<file path="src/rtl/pipeline_pkg.sv">
// Shared pipeline types: controller bundle, bubble constant and opcode encodings.
package pipeline_pkg;

  typedef struct packed {
    logic [1:0] regdst;
    logic [1:0] datawrite;
    logic       regwrite;
    logic [2:0] operation;
    logic       alusrc;
    logic       memtoreg;
    logic       memwrite;
    logic       memread;
  } ctrl_bundle_t;

  localparam ctrl_bundle_t CTRL_BUBBLE = '0;

  localparam logic [3:0] RT   = 4'd0;
  localparam logic [3:0] ADDI = 4'd1;
  localparam logic [3:0] SLTI = 4'd2;
  localparam logic [3:0] LW   = 4'd3;
  localparam logic [3:0] SW   = 4'd4;
  localparam logic [3:0] BEQ  = 4'd5;
  localparam logic [3:0] J    = 4'd6;
  localparam logic [3:0] JR   = 4'd7;
  localparam logic [3:0] JAL  = 4'd8;

endpackage

</file>
<file path="src/rtl/load_use_detector.sv">
// Combinational load-use hazard check: a valid load in EX whose target feeds the ID instruction.
module load_use_detector #(
  parameter int REG_AW = 5
) (
  input  logic              ex_memread,
  input  logic              ex_valid,
  input  logic [REG_AW-1:0] ex_rt,
  input  logic [REG_AW-1:0] id_rs,
  input  logic [REG_AW-1:0] id_rt,
  output logic              hazard
);

  // $0 is hardwired to zero, so a load into it can never be a real dependency
  assign hazard = ex_memread & ex_valid & (ex_rt != '0) &
                  ((ex_rt == id_rs) | (ex_rt == id_rt));

endmodule

</file>
<file path="src/rtl/id_ex_stage.sv">
// ID/EX pipeline register with load-use stall, bubble injection and flush.
// Optional load-use stall counter enabled by defining IDEX_STALL_CNT_EN.
module id_ex_stage
  import pipeline_pkg::*;
#(
  parameter int DATA_W = 32,
  parameter int REG_AW = 5,
  parameter int CNT_W  = 16
) (
  input  logic              clk,
  input  logic              rst,
  input  logic [1:0]        id_regdst,
  input  logic [1:0]        id_datawrite,
  input  logic              id_regwrite,
  input  logic [2:0]        id_operation,
  input  logic              id_alusrc,
  input  logic              id_memtoreg,
  input  logic              id_memwrite,
  input  logic              id_memread,
  input  logic [REG_AW-1:0] id_rs,
  input  logic [REG_AW-1:0] id_rt,
  input  logic [REG_AW-1:0] id_rd,
  input  logic [DATA_W-1:0] id_rdata1,
  input  logic [DATA_W-1:0] id_rdata2,
  input  logic [DATA_W-1:0] id_imm,
  input  logic [DATA_W-1:0] id_pc4,
  input  logic              flush,
  output logic [1:0]        ex_regdst,
  output logic [1:0]        ex_datawrite,
  output logic              ex_regwrite,
  output logic [2:0]        ex_operation,
  output logic              ex_alusrc,
  output logic              ex_memtoreg,
  output logic              ex_memwrite,
  output logic              ex_memread,
  output logic [REG_AW-1:0] ex_rs,
  output logic [REG_AW-1:0] ex_rt,
  output logic [REG_AW-1:0] ex_rd,
  output logic [DATA_W-1:0] ex_rdata1,
  output logic [DATA_W-1:0] ex_rdata2,
  output logic [DATA_W-1:0] ex_imm,
  output logic [DATA_W-1:0] ex_pc4,
  output logic              ex_valid,
  output logic              pc_write,
  output logic              ifid_write,
  output logic [CNT_W-1:0]  stall_cnt
);

  ctrl_bundle_t id_ctrl, ex_ctrl;
  logic         hazard;
  logic         kill;

  assign id_ctrl = '{regdst: id_regdst, datawrite: id_datawrite, regwrite: id_regwrite,
                     operation: id_operation, alusrc: id_alusrc, memtoreg: id_memtoreg,
                     memwrite: id_memwrite, memread: id_memread};

  load_use_detector #(.REG_AW(REG_AW)) u_lud (
    .ex_memread (ex_ctrl.memread),
    .ex_valid   (ex_valid),
    .ex_rt      (ex_rt),
    .id_rs      (id_rs),
    .id_rt      (id_rt),
    .hazard     (hazard)
  );

  // a flush redirects the PC, so it overrides the freeze
  assign pc_write   = ~hazard | flush;
  assign ifid_write = ~hazard | flush;
  assign kill       = flush | hazard;

  // bubble zeroes data fields too, so stale indices never match downstream compares
  always_ff @(posedge clk or posedge rst) begin
    if (rst) begin
      ex_ctrl   <= CTRL_BUBBLE;
      ex_rs     <= '0;
      ex_rt     <= '0;
      ex_rd     <= '0;
      ex_rdata1 <= '0;
      ex_rdata2 <= '0;
      ex_imm    <= '0;
      ex_pc4    <= '0;
      ex_valid  <= 1'b0;
    end else if (kill) begin
      ex_ctrl   <= CTRL_BUBBLE;
      ex_rs     <= '0;
      ex_rt     <= '0;
      ex_rd     <= '0;
      ex_rdata1 <= '0;
      ex_rdata2 <= '0;
      ex_imm    <= '0;
      ex_pc4    <= '0;
      ex_valid  <= 1'b0;
    end else begin
      ex_ctrl   <= id_ctrl;
      ex_rs     <= id_rs;
      ex_rt     <= id_rt;
      ex_rd     <= id_rd;
      ex_rdata1 <= id_rdata1;
      ex_rdata2 <= id_rdata2;
      ex_imm    <= id_imm;
      ex_pc4    <= id_pc4;
      ex_valid  <= 1'b1;
    end
  end

  assign ex_regdst    = ex_ctrl.regdst;
  assign ex_datawrite = ex_ctrl.datawrite;
  assign ex_regwrite  = ex_ctrl.regwrite;
  assign ex_operation = ex_ctrl.operation;
  assign ex_alusrc    = ex_ctrl.alusrc;
  assign ex_memtoreg  = ex_ctrl.memtoreg;
  assign ex_memwrite  = ex_ctrl.memwrite;
  assign ex_memread   = ex_ctrl.memread;

`ifdef IDEX_STALL_CNT_EN
  // counts only real stalls; a flushed hazard costs no extra cycle
  always_ff @(posedge clk or posedge rst) begin
    if (rst)
      stall_cnt <= '0;
    else if (hazard && !flush && (stall_cnt != '1))
      stall_cnt <= stall_cnt + 1'b1;
  end
`else
  assign stall_cnt = '0;
`endif

endmodule

</file>
<file path="config.mk">
export PLATFORM = sky130hd
export DESIGN_NAME = id_ex_stage
export DESIGN_NICKNAME = d
export VERILOG_FILES = /design/src/rtl/pipeline_pkg.sv /design/src/rtl/load_use_detector.sv /design/src/rtl/id_ex_stage.sv
export SDC_FILE = /design/constraint.sdc
export NUM_CORES = 1
export LEC_CHECK = 0
export ABC_AREA = 0
export BUFFER_PORTS_ARGS = -buffer_cell sky130_fd_sc_hd__buf_2
export CAP_MARGIN = 0
export CORE_AREA = 4 4 184 97
export CTS_BUF_LIST = sky130_fd_sc_hd__clkbuf_4 sky130_fd_sc_hd__clkbuf_8 sky130_fd_sc_hd__clkbuf_16
export CTS_CLUSTER_DIAMETER = 150
export DETAILED_ROUTE_END_ITERATION = 8
export DIE_AREA = 0 0 188 101
export HOLD_SLACK_MARGIN = 0.03
export PLACE_DENSITY = 0.77
export SLEW_MARGIN = 30
export SYNTH_ARGS = -nofsm -noshare
export SYNTH_HDL_FRONTEND = slang
export SYNTH_SLANG_ARGS = --single-unit
</file>
<file path="constraint.sdc">
create_clock -name clk -period 4.7 [get_ports clk]
set_clock_uncertainty 0.15 [all_clocks]
set_input_delay 0 -clock clk [delete_from_list [all_inputs] [get_ports clk]]
set_output_delay 0 -clock clk [all_outputs]
set_load 0.1 [all_outputs]
</file>
== Yosys cells after proc, flatten, opt, wreduce, memory -nomap -nowiden ==
Cells that the tools add are included.
Storage, ports and cells
  word-level logic and storage cells: 35
  bits in registers: 156
  output and inout port bits: 174
  input bits: 158
Cells by class
  reductions and logical operators: 1
  eq/ne operators: 2
  bitwise logic cells: 7
  muxes and demuxes: 9
Operator list (count)
  32-bit 2-to-1 mux: 4
  5-bit 2-to-1 mux: 3
  12-bit 2-to-1 mux: 1
  5-bit equality test: 2
  5-bit nonzero test: 1
  1-bit AND: 3
  1-bit bitwise OR: 3
  1-bit 2-to-1 mux: 1
  1-bit inverter: 1

== Depth between registers and ports, before layout ==
  word-level depth: 5
  mapped depth: 7
  depth with buffers taken out: 4

== Cells and area by module ==
Synthesis repeated with hierarchy kept, for this count alone.
Second synthesis, totals
  cells, all modules: 383
  area, all modules: 6321.1 um^2
Modules (own cells, without submodules)
  id_ex_stage: cells an instance 366, area each 6188.4 um^2, times used 1, sequential area each 3903.7 um^2
  load_use_detector: cells an instance 17, area each 132.6 um^2, times used 1, sequential area each 0.0 um^2

== Least setup slack after synthesis ==
No wires, ideal clock.
  path type: reg2out
  start point: register ex_rt[0]
  end point: output port pc_write
  data arrival time: 3.202 ns
  setup slack: 1.348 ns
  required time: 4.550 ns
  cell stages (with the launch flop): 8
  buffers on the path: 3
  cells stage by stage: dfrtp_1 -> xnor2_1 -> nand3_1 -> o22ai_1 -> buf_2 -> buf_2 -> nand3b_1 -> buf_4
Between the ends
  longest elaborated chain between the ends: 5
  elaborated cells on any way between the ends: 8
  classes of those cells: 2 x eq/ne; 5 x bitwise; 1 x reduce/logical
RTL lines
  start: declaration: RTL line id_ex_stage.sv:37  | output logic [REG_AW-1:0] ex_rt,
  start signal: assignment: RTL line id_ex_stage.sv:96  | ex_rt <= id_rt;
  5-bit equality test / 5-bit nonzero test (equally long branches): RTL line load_use_detector.sv:15, load_use_detector.sv:14
  1-bit bitwise OR / 1-bit AND (equally long branches): RTL line load_use_detector.sv:15, load_use_detector.sv:14
  1-bit AND *: RTL line load_use_detector.sv:14  | assign hazard = ex_memread & ex_valid & (ex_rt != '0) &
  1-bit inverter *
  1-bit bitwise OR *
  end: declaration: RTL line id_ex_stage.sv:44  | output logic pc_write,
Every way passes the cells marked *; elsewhere a longest branch is shown, timed or not.

== Worst setup path in the final report ==
  start point: register ex_rt[3]
  end point: output port pc_write
Between the ends
  longest elaborated chain between the ends: 5
  elaborated cells on any way between the ends: 8
  classes of those cells: 2 x eq/ne; 5 x bitwise; 1 x reduce/logical
RTL lines
  5-bit equality test / 5-bit nonzero test (equally long branches): RTL line load_use_detector.sv:15, load_use_detector.sv:14
  1-bit bitwise OR / 1-bit AND (equally long branches): RTL line load_use_detector.sv:15, load_use_detector.sv:14
  1-bit AND *: RTL line load_use_detector.sv:14
  1-bit inverter *: RTL line id_ex_stage.sv:67  | assign pc_write = ~hazard | flush;
  1-bit bitwise OR *: RTL line id_ex_stage.sv:67
Marked as above.

==> results.cfg <==
[logic_synthesis]
synthArstFlopShare = 1.00
ys_seq_area_frac = 0.581
synth_area_sq_um = 6710
synth-edff-count = 0
synth_warnings = 0
synth_area_per_cell_sq_um = 12.1
yosysMostFrequentCell = dfrtp_1
synth_common_cells = dfrtp_1, nand2b_1, a21oi_2
yosysTopAreaCellShare = 0.581
ys_types = 18
synthCells = 555
yosys.area.top_type = dfrtp_1
ys_ff_latch = 156
synthTopCellsByArea = dfrtp_1, nand2b_1, a21oi_2
synth_flop_cell = dfrtp_1

[final_layout]
drive_gt1_frac = 0.460
n_fill_cell = 1247
area_growth_pct = 55.0
n_antenna_cell = 0
finalNetCount = 1157

[cts]
htreeDepth = 4
clk_path_buf_depth = 2
clk_pin_slew_worst_paths_ps = 70
worstSkewPairLatency_ps = 410
cts_tree = yes
cts_sinks = 156
cts_root_buffer = clkbuf_16
cts_resized = 0
cts_buffers = 17

[critical_path]
worstPathMaxFanout = 64
crit_path_top_delay_cell = o311a_4
worst_setup_path_start_kind = register
ff2ff_setup_slack_ps = 2100
crit_family = simple AND/OR/NAND/NOR gates
critPathArrivalTime_ps = 2580
crit_cells = 4
rr_startpoint = ex_rt[0]
crit_path_end_kind = output pin
timing.rr.end = ex_rs[3]
crit_type = register to output pin
crit_buf_inv = 1
worstPathRequired_ps = 4550
cp_slowest_stage_delay_ps = 610
worstRegToRegCells = 6
path_cells = or3_1 -> o311a_4 -> nand3b_1 -> buf_2

[grt]
antenna_found_initial = 0
grt_max_degree = 158
grt_pass1_vias = 6343
grt-ovfl-total = 0
grt_pass1_wl_mm = 32.6
grtUsageTotal = 0.217

[timing]
tightest_slew_ps = 875
tns_ps = 0
finalMaxSlewViolations = 0
max_freq_mhz = 366
fin_ws_ps = 1970
relSlewSlack = 0.417
post-route-min-period_ps = 2730
final-setup-viol-count = 0
post-route-period-util = 0.581
whs_ps = 143
rsz0062_at_grt = no
finalHoldViolCount = 0

[power_and_ir_drop]
power_uw = 3920
p_leak_uw = 0.00513
vdd_drop_max_mv = 0.222
p_int_uw = 2490
power_frac_seq = 0.366
switching_share = 0.364
power_density_nw_per_um2 = 377
power_frac_comb = 0.277
p_sw_uw = 1430
pwr-share-clk = 0.357

[placement]
io_buffers = 315
dp_hpwl_mm = 12.5
gp_congestion = 0.787
pre_cts_slack_ps = 2130

[die]
placementRows = 33
design.portCount = 332
initial_core_util = 0.416
die_h_microns = 101
core_area_sq_um = 16100
die_x_microns = 188
die_area_sq_um = 19000

[detailed_routing]
drcViolationCount = 0
wl_met1_mm = 7.55
via_per_inst = 4.63
top_layer = met4
wl_mm = 20.7
drtPass1Iterations = 4
wl_per_cell_microns = 16.7
met3_length_microns = 979
drt_iter0_markers = 214
postRouteAntennaNets = 0
vias = 5737
dr_wl_met2_mm = 11.4

[status]
outcome = finished clean

[min_path]
hold_class = primary input to async pin

[run]
max-cap-violations = 0
## tightest hold or removal path, cell delays in order
cell and delay, ps:
dlygate4sd3_1 530, buf_2 160, inv_8 540
## final cells by class
class                      count  area (sq um)  area share
clock buffer                  19           453      0.0435
clock inverter                13           154      0.0148
inverter                       1          11.3     0.00108
multi-input combinational    345          2380       0.229
sequential                   156          3900       0.375
tap                          227           284      0.0273
timing repair buffer         478          3220       0.309
## power groups by stage
stage | Combinational (uW) | Clock (uW) | Sequential [uW]
final | 1080 | 1400 | 1440
after global routing | 1130 | 1500 | 1440
after CTS | 1080 | 1450 | 1430
after detailed placement | 977 | 0 | 1460
after global placement | 966 | 0 | 1460
after floorplan | 271 | 0 | 1990
## layer usage
metal	track usage	up-vias
met2	0.410	187
met5	0	-
met3	0.0619	64
met4	0.105	0
met1	0.226	2831
li1	-	2655
## worst max-delay path by stage
stage	startpoint	endpoint	slack (ps)
5_1_grt	ex_rt[3]	pc_write	1820
2_1_floorplan	rst	ex_alusrc	340
3_3_place_gp	ex_rt[4]	ex_rs[0]	2210
6_report	ex_rt[3]	pc_write	1970
4_1_cts	ex_rt[3]	ifid_write	1950
3_5_place_dp	ex_rt[4]	ex_rs[3]	2130
## flip-flops by register name (all words and copies together) (netlist names), 3 cells and up
register	cells
ex_operation	3
ex_imm	32
ex_rdata1	32
ex_pc4	32
ex_rt	5
ex_rd	5
ex_rs	5
ex_rdata2	32
## kinds of logic (layout without fill, tap and decap cells)
kind of cell           after synthesis  count (layout)  share of synthesized area
buffers and inverters               69             511                     0.0740
flip-flops                         156             156                      0.581
AND/OR/NAND/NOR                    161             161                      0.149
XOR/XNOR                            10              10                     0.0130
other                                1              16                   0.000559
AO/OA/AOI/OAI                      158             158                      0.182
## placed cells by master (no fill, tap or decap), types with 2 or more instances in the layout
| master | count |
|---|---|
| nand2b_1 | 155 |
| clkbuf_16 | 17 |
| dfrtp_1 | 156 |
| a21oi_2 | 110 |
| nand2_1 | 2 |
| buf_2 | 314 |
| buf_6 | 2 |
| conb_1 | 16 |
| inv_6 | 5 |
| dlygate4sd3_1 | 157 |
| clkbuf_8 | 2 |
| nand3_1 | 2 |
| bufinv_16 | 2 |
| inv_8 | 2 |
| a21oi_1 | 46 |
| clkinv_4 | 3 |
| buf_4 | 4 |
| xnor2_1 | 10 |
## through the flow
| step | cell area (sq um) | instances | utilization |
|---|---|---|---|
| 2_1_floorplan | 6770 | 570 | - |
| 3_3_place_gp | 8220 | 1050 | 0.509 |
| 3_5_place_dp | 8220 | 1050 | 0.509 |
| 4_1_cts | 10400 | 1239 | 0.644 |
| 5_1_grt | 10400 | 1239 | 0.645 |
| 6_report | 10400 | 1239 | 0.645 |
## what timing repair did
item,CTS,global route
hold buffers,157,0
endpoints found under the hold margin,270,0
setup endpoints to repair,0,0
setup buffers,0,0
Note: power is estimated with default switching activity, not from simulation.
